===== src/rtl/com_bus_scheduler.sv =====
// Common-bus ownership scheduler: snoop > mem > proc with per-class round-robin,
// one RELEASE turnaround between grants. Define COM_BUS_TIMEOUT_EN for the hold watchdog.
module com_bus_scheduler #(
  parameter int unsigned N_PROC  = 8,
  parameter int unsigned N_SNOOP = 4,
  parameter int unsigned TIMEOUT = 64
) (
  input  logic               clk,
  input  logic               rst_n,
  input  logic [N_PROC-1:0]  Com_Bus_Req_proc,
  input  logic [N_SNOOP-1:0] Com_Bus_Req_snoop,
  input  logic               Mem_snoop_req,
  output logic [N_PROC-1:0]  Com_Bus_Gnt_proc,
  output logic [N_SNOOP-1:0] Com_Bus_Gnt_snoop,
  output logic               Mem_snoop_gnt,
  output logic               Bus_busy,
  output logic [4:0]         Owner_id,
  output logic               Timeout_err
);

  localparam int unsigned PPW = (N_PROC  > 1) ? $clog2(N_PROC)  : 1;
  localparam int unsigned SPW = (N_SNOOP > 1) ? $clog2(N_SNOOP) : 1;

  if (TIMEOUT < 2) begin : g_bad_timeout
    $error("com_bus_scheduler: TIMEOUT must be >= 2");
  end

  typedef enum logic [1:0] {IDLE, GRANT, RELEASE} state_t;

  state_t             state, state_n;
  logic [PPW-1:0]     ptr_proc, ptr_proc_n;
  logic [SPW-1:0]     ptr_snoop, ptr_snoop_n;
  logic [N_PROC-1:0]  gnt_proc_n;
  logic [N_SNOOP-1:0] gnt_snoop_n;
  logic               gnt_mem_n;
  logic [4:0]         owner_n;
  logic               owner_req;

  logic               p_hit, s_hit;
  int unsigned        p_win, s_win, p_best, s_best, p_dist, s_dist;

`ifdef COM_BUS_TIMEOUT_EN
  localparam int unsigned CW = $clog2(TIMEOUT);
  logic [CW-1:0] wd_cnt, wd_cnt_n;
  logic          err_q, err_n;
  assign Timeout_err = err_q;
`else
  assign Timeout_err = 1'b0;
`endif

  assign Bus_busy  = (|Com_Bus_Gnt_proc) | (|Com_Bus_Gnt_snoop) | Mem_snoop_gnt;
  assign owner_req = (|(Com_Bus_Gnt_proc & Com_Bus_Req_proc))
                   | (|(Com_Bus_Gnt_snoop & Com_Bus_Req_snoop))
                   | (Mem_snoop_gnt & Mem_snoop_req);

  // Round-robin: winner is the requester at the smallest wrapped distance from the pointer.
  always_comb begin
    p_best = N_PROC;
    p_win  = 0;
    p_dist = 0;
    for (int unsigned i = 0; i < N_PROC; i++) begin
      if (Com_Bus_Req_proc[i]) begin
        p_dist = (i + N_PROC - 32'(ptr_proc)) % N_PROC;
        if (p_dist < p_best) begin
          p_best = p_dist;
          p_win  = i;
        end
      end
    end
    p_hit = (p_best < N_PROC);
  end

  always_comb begin
    s_best = N_SNOOP;
    s_win  = 0;
    s_dist = 0;
    for (int unsigned i = 0; i < N_SNOOP; i++) begin
      if (Com_Bus_Req_snoop[i]) begin
        s_dist = (i + N_SNOOP - 32'(ptr_snoop)) % N_SNOOP;
        if (s_dist < s_best) begin
          s_best = s_dist;
          s_win  = i;
        end
      end
    end
    s_hit = (s_best < N_SNOOP);
  end

  always_comb begin
    state_n     = state;
    gnt_proc_n  = Com_Bus_Gnt_proc;
    gnt_snoop_n = Com_Bus_Gnt_snoop;
    gnt_mem_n   = Mem_snoop_gnt;
    owner_n     = Owner_id;
    ptr_proc_n  = ptr_proc;
    ptr_snoop_n = ptr_snoop;
`ifdef COM_BUS_TIMEOUT_EN
    wd_cnt_n    = wd_cnt;
    err_n       = 1'b0;
`endif
    case (state)
      IDLE: begin
`ifdef COM_BUS_TIMEOUT_EN
        wd_cnt_n = '0;
`endif
        if (s_hit) begin
          gnt_snoop_n = N_SNOOP'(1) << s_win;
          owner_n     = {2'd1, 3'(s_win)};
          ptr_snoop_n = SPW'((s_win + 1) % N_SNOOP);
          state_n     = GRANT;
        end else if (Mem_snoop_req) begin
          gnt_mem_n = 1'b1;
          owner_n   = {2'd2, 3'd0};
          state_n   = GRANT;
        end else if (p_hit) begin
          gnt_proc_n = N_PROC'(1) << p_win;
          owner_n    = {2'd0, 3'(p_win)};
          ptr_proc_n = PPW'((p_win + 1) % N_PROC);
          state_n    = GRANT;
        end
      end
      GRANT: begin
        if (!owner_req) begin
          gnt_proc_n  = '0;
          gnt_snoop_n = '0;
          gnt_mem_n   = 1'b0;
          owner_n     = '0;
          state_n     = RELEASE;
        end
`ifdef COM_BUS_TIMEOUT_EN
        // Grant stays visible for exactly TIMEOUT cycles before the revoke edge.
        else if (wd_cnt == CW'(TIMEOUT - 1)) begin
          gnt_proc_n  = '0;
          gnt_snoop_n = '0;
          gnt_mem_n   = 1'b0;
          owner_n     = '0;
          err_n       = 1'b1;
          state_n     = RELEASE;
        end else begin
          wd_cnt_n = wd_cnt + 1'b1;
        end
`endif
      end
      RELEASE: state_n = IDLE;
      default: state_n = IDLE;
    endcase
  end

  always_ff @(posedge clk or negedge rst_n) begin
    if (!rst_n) begin
      state             <= IDLE;
      Com_Bus_Gnt_proc  <= '0;
      Com_Bus_Gnt_snoop <= '0;
      Mem_snoop_gnt     <= 1'b0;
      Owner_id          <= '0;
      ptr_proc          <= '0;
      ptr_snoop         <= '0;
`ifdef COM_BUS_TIMEOUT_EN
      wd_cnt            <= '0;
      err_q             <= 1'b0;
`endif
    end else begin
      state             <= state_n;
      Com_Bus_Gnt_proc  <= gnt_proc_n;
      Com_Bus_Gnt_snoop <= gnt_snoop_n;
      Mem_snoop_gnt     <= gnt_mem_n;
      Owner_id          <= owner_n;
      ptr_proc          <= ptr_proc_n;
      ptr_snoop         <= ptr_snoop_n;
`ifdef COM_BUS_TIMEOUT_EN
      wd_cnt            <= wd_cnt_n;
      err_q             <= err_n;
`endif
    end
  end

endmodule


===== config.mk =====
export PLATFORM = sky130hd
export DESIGN_NAME = com_bus_scheduler
export DESIGN_NICKNAME = d
export VERILOG_FILES = /design/src/rtl/com_bus_scheduler.sv
export SDC_FILE = /design/constraint.sdc
export NUM_CORES = 1
export LEC_CHECK = 0
export CORE_UTILIZATION = 48
export CTS_BUF_LIST = sky130_fd_sc_hd__clkbuf_8
export DETAILED_ROUTE_END_ITERATION = 8
export PLACE_DENSITY = 0.71
export SYNTH_ARGS = -nofsm -noshare
export SYNTH_HDL_FRONTEND = slang
export SYNTH_SLANG_ARGS = --single-unit

===== constraint.sdc =====
create_clock -name clk -period 12.88 [get_ports clk]
set_input_delay 3.864 -clock clk [delete_from_list [all_inputs] [get_ports clk]]
set_output_delay 3.864 -clock clk [all_outputs]
set_load 0.005 [all_outputs]

==> results.tsv <==
stage	metric	value	unit
route	number of remaining DRC errors	0	
logic_synthesis	leading post-synthesis cells by cell area	dfrtp_1, ha_1, nand2_1, o21ai_0, nor2_1	
grt	global-route wire length before repair	14.6	mm
clocking	total of hold buffers inserted after clock tree synthesis	0	
setup_path	setup slack, reg-to-reg	1760	ps
setup_path	crit start category	input pin	
cells_and_area	diodes inserted	0	
run_status	result of the run	finished with violations	
logic_synthesis	post-synthesis instance total	325	
timing	worst clock skew on the final layout	4.73	ps
setup_path	capturing element type of the critical path	flip-flop	
logic_synthesis	library cell with the largest summed area after synthesis	dfrtp_1	
logic_synthesis	Yosys warning total	0	
route	number of vias per cell	6.24	
timing	Max Clk Rate	77.2	MHz
floorplanning	Die Span X	75.4	um
run	Max Cap Viol	0	
clocking	Root Buffer Master	clkbuf_8	
logic_synthesis	#FFs+latches synth	25	
clocking	Clock Sink Count	25	
clocking	TritonCTS clock tree	built	
timing	worst slew slack as a fraction of its limit	24.1	%
clocking	clock input transition at the sequential cells of the worst setup and hold paths	100	ps
placed_design	placed wire-length estimate after detailed placement	6.17	mm
logic_synthesis	syn nets	365	
setup_path	max incr delay on CP	600	ps
route	violation count after the first detailed-routing iteration	400	
setup_path	Worst path slowest cell	or4b_4	
timing	Worst Setup Slack, final	-76.7	ps
clocking	CTS Buf Count	3	
floorplanning	I/O pin count	35	
clocking	Clock H-tree levels	1	
route	count of TritonRoute iterations in the first routing pass	5	
floorplanning	count of standard-cell rows	26	
floorplanning	Starting Density	50.2	%
logic_synthesis	mapped cell area	2580	sq um
timing	final worst path period share	101	%
floorplanning	total die area	5680	sq um
grt	initial antenna violation count	0	
timing	crit path time final	12960	ps
clocking	clock insertion delay at the later pin of the skew report	280	ps
floorplanning	overall die height	75.4	um
cells_and_area	fraction of final layout cells with drive strength greater than 1	38.0	%
placed_design	Port Buffers	33	
grt	vias in the first global route	2847	
logic_synthesis	Cell variety after synth	67	
logic_synthesis	prevailing post-synth register cell	dfrtp_1	
logic_synthesis	Synth async-reset ratio	100	%
grt	pin count of the biggest net entering global routing	26	
setup_path	critical path data arrival time	13180	ps
route	count of antenna-violating nets left after detailed routing	0	
run_status	violated checks	setup timing	
setup_path	critical path start-end classification	input pin to flip-flop	
clocking	number of buffers on the longest clock path	2	
cells_and_area	Layout fillers	344	
setup_path	required time at the worst-slack endpoint	13100	ps
placed_design	weighted congestion at the end of routability-driven global placement	0.886	
logic_synthesis	Mapped Avg Cell Area	7.95	sq um
setup_path	crit-path most repeated cell	ha_4	
timing	Total Neg Setup Slack	-345	ps
route	routed wire length	10.1	mm
cells_and_area	P&R area growth vs syn	58.3	%
setup_path	Crit Path Max Fanout	4	
logic_synthesis	share of synthesized area occupied by flip-flops and latches	24.2	%
logic_synthesis	area share of the largest cell type after synthesis	24.2	%
timing	number of setup violations in the final report	8	
worst_hold_path	worst min path class	flip-flop to flip-flop	
cells_and_area	net total in the final layout	473	
logic_synthesis	number of synthesized flops with an enable pin	0	
floorplanning	core region area	5140	sq um
timing	setup repair after global routing missed its margin	yes	
grt	total congestion overflow after global routing	0	
timing	fin. max-slew vios	0	
timing	Final Hold Vio Count	0	
grt	total global-route track usage	34.7	%
route	Vias	3133	
timing	Worst-Margin Slew	1130	ps
route	routed length per instance	20.1	um
## logic make-up (layout without fill, tap and decap cells)
family | after synthesis | in the layout | share of synthesized area, %
muxes | 6 | 6 | 2.57
and+or+nand+nor | 124 | 124 | 23.8
other | 1 | 1 | 0.145
buffers and inverters | 31 | 138 | 5.33
adders and majority gates | 26 | 26 | 12.5
xor gates and xnor gates | 4 | 4 | 1.36
DFF | 25 | 25 | 24.2
AOI/OAI and AO/OA | 108 | 108 | 30.0
## Yosys cell counts, types with 4 or more instances
cell,number
clkbuf_1,7
dfrtp_1,25
o21ai_0,25
nor2_1,26
a21oi_1,12
nor4_1,5
nand3_1,4
nand2_1,47
mux2_2,5
a22oi_1,6
and2_1,4
nor3_1,9
o21a_1,10
nand2b_1,6
o211ai_1,5
a31oi_1,6
o31ai_1,9
inv_1,17
nor2b_1,4
ha_1,25
a22o_1,4
## critical path: cells and delay by family
family	cells	cell delay, ps
multiplexers	3	960
adder cells (fa/ha/maj)	8	2090
buffers and inverters	1	70
AND/OR/NAND/NOR	16	2790
AO/OA/AOI/OAI	22	3380
## what timing repair did
item | in CTS | in global routing
hold endpoints to repair | 0 | 0
pin swaps | 18 | 37
setup buffers | 32 | 6
resized for setup | 20 | 48
endpoints found under the setup margin | 11 | 14
## placed cells by master (no fill, tap or decap), types with 8 or more instances in the layout
cell / Yosys / routed
nor3_1: 9 / 8
nor2_1: 26 / 21
ha_1: 25 / 13
o21a_1: 10 / 9
inv_1: 17 / 17
nand2_1: 47 / 41
dfrtp_1: 25 / 25
buf_4: 1 / 78
a21oi_1: 12 / 10
ha_4: 0 / 10
o21ai_0: 25 / 19
clkdlybuf4s50_1: 0 / 32
## registers in the layout, indices dropped and copies added, names as in the netlist
name / cells
ptr_snoop: 2
state: 2
Com_Bus_Gnt_snoop: 4
ptr_proc: 3
Com_Bus_Gnt_proc: 8
Owner_id: 5
Mem_snoop_gnt: 1
## through the flow
step                setup slack, ps  instances  cell area [sq um]  util, %  hold WS (ps)
finish                        -76.7        502               4090     79.6           494
global route                   -606        502               4090     79.6           510
detailed placement             -729        461               3440     67.0           469
floorplan                      5.22        325               2780        -           471
CTS                            7.13        497               3840     74.7           491
global placement               -623        461               3440     67.0           463
## cell type report
| cell class | count | area, sq um | area share, % |
|---|---|---|---|
| Clock buffer | 3 | 41.3 | 1.01 |
| Sequential cell | 25 | 626 | 15.3 |
| Multi-Input combinational cell | 269 | 2290 | 56.0 |
| Tap cell | 70 | 87.6 | 2.14 |
| Clock inverter | 1 | 8.76 | 0.214 |
| Inverter | 19 | 71.3 | 1.74 |
| Timing Repair Buffer | 115 | 966 | 23.6 |
## routing by layer
metal | global-route usage [%] | part of all wire [%]
met1 | 44.7 | 39
met5 | 0 | 0
met3 | 8.20 | 7.6
met2 | 56.0 | 49
met4 | 14.4 | 4.2
## worst paths after layout
path,startpoint,end,cells after the start
worst min-delay path,Owner_id[3]$_DFFE_PN0P_,Owner_id[3]$_DFFE_PN0P_,2
worst max-delay path,Com_Bus_Req_proc[0],Com_Bus_Gnt_proc[0]$_DFFE_PN0P_,50
max in group asynchronous,rst_n,Com_Bus_Gnt_snoop[0]$_DFFE_PN0P_,1
worst max register to register,ptr_proc[0]$_DFFE_PN0P_,Com_Bus_Gnt_proc[0]$_DFFE_PN0P_,53
worst min register to register,Owner_id[3]$_DFFE_PN0P_,Owner_id[3]$_DFFE_PN0P_,2
min in group asynchronous,rst_n,Owner_id[3]$_DFFE_PN0P_,1
Power is not shown: default switching activity piles up to over one toggle a cycle in this logic, so the estimate is an artifact.
==> patch: new RTL, same flow settings <==
Make the reset (`rst_n`) synchronous in one clocked block.
--- a/src/rtl/com_bus_scheduler.sv
+++ b/src/rtl/com_bus_scheduler.sv
@@ -146,7 +146,7 @@
     endcase
   end
 
-  always_ff @(posedge clk or negedge rst_n) begin
+  always_ff @(posedge clk) begin
     if (!rst_n) begin
       state             <= IDLE;
       Com_Bus_Gnt_proc  <= '0;
Function: not settled (the Yosys comparison gave no result); the edit may change what the design does.
==> patch against the original RTL <==
- sequential cell count unchanged
- setup slack better by 400 ps
- synthesized cell count fell by 0.31%
- synthesized area is 3.3% lower
- cell area is 14% lower
- routed wire length is 20% lower
- via count shrank 9.3%
- critical path type unchanged
- critical endpoint is now Com_Bus_Gnt_proc[0]
Power is left out: it rests on default switching activity, and per cell area and clock period it moved more than threefold.
==> patch: results (changes against the original RTL) <==
Register Area 500.5 sq um (-20%); DR vias 2,843 (-9.3%); Clock Skew 2.497 ps (-2.237 ps); layout cells sized above 1 28.40% (-9.6 points); Filler cells 382 (+11%); post-CTS resize count 13 (-35%); worst slack at placement -490.7 ps (+237.9 ps); met1 wire length 3.715 mm (-5.7%); DR vias/cell 6.023 (-3.5%); First-pass DRT Iterations 4 (-1); Tot GR Track Use 29.55% (-5.1 points); ClkCell Share 1.284% (+0.060 points); met2 wire len 3.764 mm (-24%); routing usage on met3 3.523% (-4.7 points); final net count 446 (-5.7%); number of non-clock buffers 87 (-24%); CP max FO 5 (+1); status completed; syn nets 364 (-0.27%); CP peak stage delay 470 ps (-130 ps); gpl congestion 0.9358 (+5.6%); metal3 WL 492 um (-36%); top post-synthesis cells by area dfxtp_1 20%, ha_1 13%, nand2_1 6.3%; flip-flop and latch share of the layout cell area 14.27% (-1.0 points); Multi-In Gates 274 (+1.9%); vias in the first global route 2,574 (-9.6%); DP Cell Count 457 (-0.87%); Seq/Total Area, Yosys 20.04% (-4.2 points); placed instance area 0.003177 sq mm (-7.7%); met2 GRT Util 47.98% (-8.0 points); synth cell count leaders 42 x nand2_1, 27 x nor2_1, 25 x dfxtp_1, 25 x ha_1, 23 x a21oi_1; DP HPWL 5.930 mm (-3.9%); Unique masters post-synth 77 (+15%); Non-clock buffer share 21.15% (-2.5 points)
[patch: logic make-up (layout without fill, tap and decap cells)]
kind of cell	count (synthesis)	after routing	share of synthesized area, %
other	1	1	0.1502
and+or+nand+nor	127	127	26.35
adders and majority gates	26	26	12.98
xor gates and xnor gates	3	3	1.052
AOI/OAI and AO/OA	110	110	31.87
buffers and inverters	25	106	4.558
muxes	7	7	3.006
DFF	25	25	20.04
[patch: worst paths after layout]
path | start | endpoint | slack (ps) | cells after the start
max reg2reg | ptr_proc[0] | Com_Bus_Gnt_proc[0] | 2430 | 51
max | Com_Bus_Req_proc[0] | Com_Bus_Gnt_proc[0] | 320 | 49
min reg2reg | Owner_id[3] | Owner_id[3] | 500 | 2
min | Owner_id[3] | Owner_id[3] | 500 | 2
[patch: worst register-to-register path: cells and delay by family, from the launching register on]
kind            cells  cell delay (ps)
compound gates     19             3470
simple gates       15             2320
flops               1              780
buf+inv             5              740
mux                 3              910
fa+ha+maj           9             2120
